==> src/rtl/mod_accumulator_mc.sv <==
// Multi-channel modular accumulator bank with per-channel frame counting.
// Ports: iClk/iRstN clock and async reset, iClr sync clear, iQ modulus,
//   iLen beats per frame (0 = free-run), iValid/oReady/iChan/iSub/iData
//   input beat, oValid/iReady/oData/oChan completed-frame result,
//   iRdChan/oRdData combinational accumulator readback.
module mod_accumulator_mc #(
    parameter int BITWIDTH = 16,
    parameter int CHANNELS = 4,
    parameter int CHW      = 2,
    parameter int LENW     = 8
) (
    input  logic                iClk,
    input  logic                iRstN,
    input  logic                iClr,
    input  logic [BITWIDTH-1:0] iQ,
    input  logic [LENW-1:0]     iLen,
    input  logic                iValid,
    output logic                oReady,
    input  logic [CHW-1:0]      iChan,
    input  logic                iSub,
    input  logic [BITWIDTH-1:0] iData,
    output logic                oValid,
    input  logic                iReady,
    output logic [BITWIDTH-1:0] oData,
    output logic [CHW-1:0]      oChan,
    input  logic [CHW-1:0]      iRdChan,
    output logic [BITWIDTH-1:0] oRdData
);

    logic [BITWIDTH-1:0] acc [CHANNELS];
    logic [LENW-1:0]     cnt [CHANNELS];

    logic [BITWIDTH-1:0] cur_acc;
    logic [LENW-1:0]     cur_cnt;
    logic [LENW-1:0]     cnt_inc;
    logic [BITWIDTH-1:0] rd_mux;
    logic [BITWIDTH-1:0] result;
    logic [BITWIDTH:0]   wide_q;
    logic [BITWIDTH:0]   sum;
    logic [BITWIDTH:0]   sum_red;
    logic [BITWIDTH:0]   diff;
    logic [BITWIDTH:0]   diff_wrap;
    logic                fire;
    logic                done;

    // Full stall while a result is held; not channel-selective.
    assign oReady = ~oValid | iReady;
    assign fire   = iValid & oReady & ~iClr;

    // Channel compare loops keep out-of-range indices from touching storage.
    always_comb begin
        cur_acc = '0;
        cur_cnt = '0;
        rd_mux  = '0;
        for (int i = 0; i < CHANNELS; i++) begin
            if (iChan == CHW'(i)) begin
                cur_acc = acc[i];
                cur_cnt = cnt[i];
            end
            if (iRdChan == CHW'(i)) begin
                rd_mux = acc[i];
            end
        end
    end

    assign oRdData = rd_mux;

    assign wide_q    = {1'b0, iQ};
    assign sum       = {1'b0, cur_acc} + {1'b0, iData};
    assign sum_red   = sum - wide_q;
    assign diff      = {1'b0, cur_acc} - {1'b0, iData};
    assign diff_wrap = diff + wide_q;

    always_comb begin
        result = '0;
        if (iSub) begin
            if (cur_acc >= iData) begin
                result = diff[BITWIDTH-1:0];
            end else begin
                result = diff_wrap[BITWIDTH-1:0];
            end
        end else begin
            if (sum >= wide_q) begin
                result = sum_red[BITWIDTH-1:0];
            end else begin
                result = sum[BITWIDTH-1:0];
            end
        end
    end

    // Counter wraps naturally in free-run mode since iLen == 0 never matches.
    assign cnt_inc = cur_cnt + LENW'(1);
    assign done    = fire & (iLen != '0) & (cnt_inc == iLen);

    always_ff @(posedge iClk or negedge iRstN) begin
        if (!iRstN) begin
            for (int i = 0; i < CHANNELS; i++) begin
                acc[i] <= '0;
                cnt[i] <= '0;
            end
            oValid <= 1'b0;
            oData  <= '0;
            oChan  <= '0;
        end else if (iClr) begin
            for (int i = 0; i < CHANNELS; i++) begin
                acc[i] <= '0;
                cnt[i] <= '0;
            end
            oValid <= 1'b0;
            oData  <= '0;
            oChan  <= '0;
        end else begin
            for (int i = 0; i < CHANNELS; i++) begin
                if (fire && (iChan == CHW'(i))) begin
                    acc[i] <= done ? '0 : result;
                    cnt[i] <= done ? '0 : cnt_inc;
                end
            end
            // A new completion wins over consumption of the held result.
            if (done) begin
                oValid <= 1'b1;
                oData  <= result;
                oChan  <= iChan;
            end else if (iReady) begin
                oValid <= 1'b0;
            end
        end
    end

endmodule
==> config.mk <==
export PLATFORM = sky130hd
export DESIGN_NAME = mod_accumulator_mc
export DESIGN_NICKNAME = d
export VERILOG_FILES = /design/src/rtl/mod_accumulator_mc.sv
export SDC_FILE = /design/constraint.sdc
export NUM_CORES = 1
export LEC_CHECK = 0
export BUFFER_PORTS_ARGS = -buffer_cell sky130_fd_sc_hd__buf_2
export CAP_MARGIN = 40
export CORE_MARGIN = 2
export CORE_UTILIZATION = 37
export CTS_BUF_LIST = sky130_fd_sc_hd__clkbuf_8
export DETAILED_ROUTE_END_ITERATION = 10
export GPL_TIMING_DRIVEN = 0
export PLACE_DENSITY = 0.53
export SYNTH_ARGS = -nofsm -noshare
export SYNTH_HDL_FRONTEND = slang
export SYNTH_SLANG_ARGS = --single-unit
==> constraint.sdc <==
create_clock -name iClk -period 5.1 [get_ports iClk]
set_clock_uncertainty 0.05 [all_clocks]
set_input_delay 0.765 -clock iClk [delete_from_list [all_inputs] [get_ports iClk]]
set_output_delay 0.765 -clock iClk [all_outputs]
set_load 0.02 [all_outputs]
# Word level (Yosys, flattened, before mapping)
# Cells that the tools add are included.
dict set report totals {
  reg_bits 115
}
dict set report op_classes {
  mux 34
  n_bitwise 7
  order_cmp 2
  reduce_logical 13
  eq_ne 7
  n_addsub 5
}
# op n
set op_table {}
lappend op_table {{$mux 16} 18}
lappend op_table {{$mux 8} 9}
lappend op_table {{$mux 64} 1}
lappend op_table {{$mux 32} 1}
lappend op_table {{$sub 16x16->16} 2}
lappend op_table {{$add 16x16->17} 1}
lappend op_table {{$ge 17x16->1} 1}
lappend op_table {{$add 16x16->16} 1}
lappend op_table {{$ge 16x16->1} 1}
lappend op_table {{$reduce_bool 2->1} 5}
lappend op_table {{$add 8x1->8 const B} 1}
lappend op_table {{$eq 2x2->1 const B} 4}
lappend op_table {{$eq 8x8->1} 1}
lappend op_table {{$reduce_bool 8->1} 1}
lappend op_table {{$and 1x1->1} 4}
lappend op_table {{$eq 2x1->1 const B} 2}
lappend op_table {{$logic_and 1x1->1} 4}
lappend op_table {{$logic_not 2->1} 2}
lappend op_table {{$mux 2} 2}
lappend op_table {{$mux 1} 3}
lappend op_table {{$reduce_bool 3->1} 1}
lappend op_table {{$not 1->1} 2}
lappend op_table {{$or 1x1->1} 1}

# Longest topological paths before layout
dict set report depth {
  ltp_word 12
  depth_mapped 25
  ltp_nobuf 20
}

# Least setup slack after synthesis
# OpenSTA, ideal clock, no wires.
dict set report synth_timing {
  path_kind {input to register}
  from {input iChan[0]}
  to {register acc[21] (netlist name)}
  slack_ns -1.504
  n_path_buf 7
  t_required_ns 4.912
  arrival_time_ns 6.416
  cell_stages 25
  path_cell_list {buf_6 > buf_6 > buf_1 > clkbuf_1 > mux4_2 > ha_1 > clkbuf_1 > inv_1 > a21oi_1 > nand3_1 > a31oi_1 > nor3_1 > nor3_1 > ha_1 > o21a_1 > o21a_1 > a311o_1 > nand2_1 > and2_1 > clkbuf_1 > nand3_1 > buf_2 > mux2_2 > o21ai_0 > o21ai_0}
}
dict set report synth_via {
  elab_chain_len 12
  elab_cells_between_ends 29
  cone_classes {add/sub (5); order compare (2); eq/ne (4); mux (14); bitwise (1); reduce/logical (3)}
}
# item line
set synth_rtl {}
lappend synth_rtl {{from (decl)} 19} ;# input logic [CHW-1:0] iChan,
lappend synth_rtl {{$logic_not 2->1} 56} ;# if (iChan == CHW'(i)) begin
lappend synth_rtl {{$mux 16 (4 in a row)} 56}
lappend synth_rtl {{$add 16x16->17 / $sub 16x16->16 (equally long branches)} {69, 71}}
lappend synth_rtl {{$sub 16x16->16 (tied with other cells)} 70} ;# assign sum_red = sum - wide_q;
lappend synth_rtl {{$mux 16 (on tied branches)} {83, 77}}
lappend synth_rtl {{$mux 16} 76} ;# if (iSub) begin
lappend synth_rtl {{$mux 16} 115} ;# acc[i] <= done ? '0 : result;
lappend synth_rtl {{$mux 16} 114} ;# if (fire && (iChan == CHW'(i))) begin
lappend synth_rtl {{$mux 64} 104} ;# end else if (iClr) begin
lappend synth_rtl {{to (signal, indexed assignment)} 115}
lappend synth_rtl {{to (decl)} 30} ;# logic [BITWIDTH-1:0] acc [CHANNELS];
# Parallel ways exist; a longest one is shown, timed or not. The select of a mux whose other input is x is not followed.
# A chain may end at the register's enable or synchronous reset.

# Worst setup path after layout
dict set report layout_timing {
  from {input iChan[0]}
  to {register oData[3]}
}
dict set report layout_via {
  elab_chain_len 11
  elab_cells_between_ends 27
  cone_classes {add/sub (5); order compare (2); eq/ne (4); mux (13); bitwise (1); reduce/logical (2)}
}
# item line
set layout_rtl {}
lappend layout_rtl {{$logic_not 2->1} 56}
lappend layout_rtl {{$mux 16 (4 in a row)} 56}
lappend layout_rtl {{$add 16x16->17 / $sub 16x16->16 (equally long branches)} {69, 71}}
lappend layout_rtl {{$sub 16x16->16 (tied with other cells)} 70}
lappend layout_rtl {{$mux 16 (on tied branches)} {83, 77}}
lappend layout_rtl {{$mux 16} 76}
lappend layout_rtl {{$mux 16} 120} ;# if (done) begin
lappend layout_rtl {{$mux 16} 104}
lappend layout_rtl {{to (signal assigned)} 122} ;# oData <= result;
lappend layout_rtl {{to (decl)} 24} ;# output logic [BITWIDTH-1:0] oData,
# Parallel ways exist; a longest one is shown, timed or not. The select of a mux whose other input is x is not followed.

==> impl_results.md <==
* Largest net degree at the start of global routing at 89
* PD cells at 529 mW/mm^2
* Port bufs at 81
* Arrival @ worst endpoint at 5500 ps
* Post-synth top flop: dfrtp_1
* Total track usage at 24.2%
* Post-route cell area at 0.0121 sq mm
* HP Class: in2async
* Max Root-Sink Buffers at 2
* DP Area at 0.0104 sq mm
* Routed WL per cell at 21.0 um
* LEAKAGE at 5.36 nW
* Failing checks: negative setup slack
* Syn nets at 1152
* CTS Root Cell: clkbuf_8
* Crit Path Category: in2reg
* Post-synthesis cell type count at 72
* Endpoints failing setup at 58
* Post-DP HPWL at 23.7 mm
* First-pass GRT wire length at 48.8 mm
* Share of post-route cells with drive strength above 1 at 30.2%
* Post-route minimum period at 5250 ps
* Via density per instance at 5.64
* Diode count at 0
* # H-tree levels at 4
* CP cell instances: buf_16, mux4_2, ha_4, inv_2, fa_2, or3_4, a311oi_4, o21ai_2, a31o_4, xor2_2, ha_1, a21o_1, a21o_1, a311o_1, nand2_1, and2_1, clkbuf_8, nand3_4, buf_8, mux2_4, o21ai_4, o21ai_2
* Drt total wl at 32.0 mm
* Reg2Reg Depth at 20
* Clock Latency Late Sink at 430 ps
* DRC errors left at 0
* Vias in the first global route at 8486
* Full die area at 0.0266 sq mm
* Synthesized flop and latch total at 115
* Overall Power at 6.41 mW
* Starting Density at 37.4%
* TritonRoute pass-1 iters at 5
* Worst EP required at 5350 ps
* Status: complete, but fails checks
* Final hold viol count at 0
* Reg2reg setup slack at -20 ps
* Die Ht at 163 um
* Sequential area share after synthesis at 30.8%
* Vias at 8592
* CP peak stage delay at 420 ps
* Final setup margin at -147 ps
* Max-slew headroom at 36.0%
* CTS Buf Count at 17
* Final ANT Viol Nets at 0
* Worst-path maximum fanout at 5
* Critical path launch point type: input pin
* Synth async-reset ratio at 100%
* Worst slew pin tran at 960 ps
* MaxCap Viol Count at 0
* Critical path's slowest cell: mux4_2
* Io pins at 86
* Synth-to-layout area growth at 29.6%
* Clock transition at path regs at 80 ps
* Hold WS at 149 ps
* CTS tree: built
* Initial antenna violation count at 0
* Core box area at 0.0250 sq mm
* Mapped Area at 0.00936 sq mm
* # clock sinks at 115
* RSZ-0062 raised after global routing: true
* Final worst-path cycle share at 103%
* # nets final at 1300
* Warnings, synthesis at 0
* Number of synthesized flops with an enable pin at 0
* Launch point of the worst reg-to-reg path: acc[17]$_DFFE_PN0P_
* Max Slew Vio Count at 0
* Crit. End Element: flop
* Fin Setup TNS at -4780 ps
* FF-to-FF End: oData[3]$_DFFE_PN0P_
* Number of DRC markers in iteration 0 at 440
* # rows at 58
* Mean post-synth cell area at 9.06 sq um
* Placer Congestion at 0.885
* Peak supply drop at 0.317 mV
* Peak Freq at 191 MHz
* Die Wd at 163 um
* Remaining global-route overflow at 0
* Post-Syn Instances at 1033
[metrics by stage]
step	util, %	worst slack, ps	std cells
global placement	41.4	-2060	1444
finish	48.4	-147	1523
global route	48.4	-264	1523
detailed placement	41.6	-1930	1448
CTS	46.5	-103	1509
floorplan	-	-457	1033
[layer usage]
metal	track usage, %	wire length [um]	vias to the layer above
met5	0	0	-
met4	6.80	521	0
met3	2.72	1090	37
met2	43.2	16500	187
met1	31.0	13900	4278
li1	-	-	4090
[synth_stat cells (6+ instances only)]
cell        n  share of area [%]
nor2_1     66                2.6
and3_1      6               0.40
nand3_1    23                1.2
nor2b_1    11               0.74
mux2i_1     9               0.96
nor3b_1     6               0.48
buf_2       7               0.37
nor4_1      6               0.40
nand2_1   132                5.3
a22o_1     12                1.1
ha_1       65                8.7
inv_1      57                2.3
xor2_1     21                2.0
nor3_1     16               0.86
and2_1      6               0.40
a31oi_1    14               0.94
a21oi_1    48                2.6
nand3b_1   10               0.80
mux4_2     40                9.6
xnor2_1    33                3.1
o31ai_1    23                1.8
nand2b_1   14               0.94
o31a_1      7               0.66
o211ai_1   15                1.2
dfrtp_1   115                 31
nand4_1     6               0.40
clkbuf_1   38                1.5
o21a_1     11               0.88
or3_1       7               0.47
a22oi_1     9               0.72
a211oi_1   11               0.88
o21ai_0    89                4.8
a21o_1     19                1.5
mux2_2      8               0.96
[critical path, delay by kind of cell]
| kind | cells | cell delay [ps] |
|---|---|---|
| AOI/OAI and AO/OA | 8 | 1770 |
| xor gates and xnor gates | 1 | 160 |
| adders and majority gates | 3 | 820 |
| buffers and inverters | 4 | 480 |
| muxes | 2 | 730 |
| and+or+nand+nor | 4 | 750 |
[timing repair]
| item | 4_1_cts | 5_1_grt |
|---|---|---|
| pin swaps | 47 | 45 |
| endpoints found under the setup margin | 80 | 80 |
| setup buffers | 34 | 15 |
| hold buffers | 0 | 0 |
| gates resized for setup | 86 | 85 |
| gates cloned | 3 | 0 |
[registers in the layout, indices dropped and copies added (netlist names)]
signal	cells
cnt	32
oValid	1
oData	16
acc	64
oChan	2
[worst max-delay path by stage]
stage	startpoint	endpoint	slack [ps]	depth (start not counted)
final	iChan[0]	oData[3]$_DFFE_PN0P_	-150	22
after global routing	iChan[0]	acc[35]$_DFFE_PN0P_	-260	22
after CTS	iChan[0]	acc[23]$_DFFE_PN0P_	-100	23
after detailed placement	iChan[1]	acc[32]$_DFFE_PN0P_	-1930	23
after global placement	iChan[1]	acc[16]$_DFFE_PN0P_	-2060	22
after floorplan	iChan[0]	acc[39]$_DFFE_PN0P_	-460	23
[cell families (layout without fill, tap and decap cells)]
kind of cell	Yosys count	in the layout	synth area share, %
AO/OA/AOI/OAI	297	297	20.7
XOR/XNOR	56	56	5.64
adder cells (fa/ha/maj)	69	69	9.55
buffers and inverters	111	271	4.79
flip-flops	115	115	30.8
multiplexers	57	57	11.6
AND/OR/NAND/NOR	328	328	17.0
[where the power goes]
part / leakage [nW] / internal (mW) / switching [mW]
combinational: 3.53 / 1.86 / 2.35
sequential: 1.57 / 1.04 / 0.0892
clock: 0.253 / 0.679 / 0.386
total: 5.36 / 3.58 / 2.82
[final cells by class]
cell class / instances / area, sq um
Fill cell: 2428 / 12900
Multi-Input combinational cell: 807 / 6870
Sequential cell: 115 / 2880
Timing Repair Buffer: 137 / 981
Tap cell: 330 / 413
Clock buffer: 21 / 289
Buffer: 44 / 272
Inverter: 59 / 221
Clock inverter: 10 / 203
[cells in the final DEF, fill, tap and decap left out, types with 6 or more instances in the layout]
master,n
a21oi_2,7
nor3_1,11
o31a_1,7
xor2_1,18
xnor2_1,28
nand2b_1,12
o211ai_1,15
o21a_1,11
nor2b_1,10
o21ai_0,35
clkbuf_8,22
mux2i_1,8
o31ai_1,16
buf_2,84
a22o_1,12
nand2_1,128
nand3b_1,10
nand3_1,21
inv_1,55
mux4_2,40
ha_4,8
nand4_1,6
a21o_1,19
a211oi_2,7
bufinv_16,6
and2_1,6
nor2_1,63
buf_4,44
a22oi_1,7
clkbuf_1,29
buf_6,7
o21ai_2,24
ha_1,54
a31oi_1,11
dfrtp_1,115
nor3b_1,6
a21oi_1,40
o21ai_1,28
No activity file was read; power rests on OpenSTA's default activity.
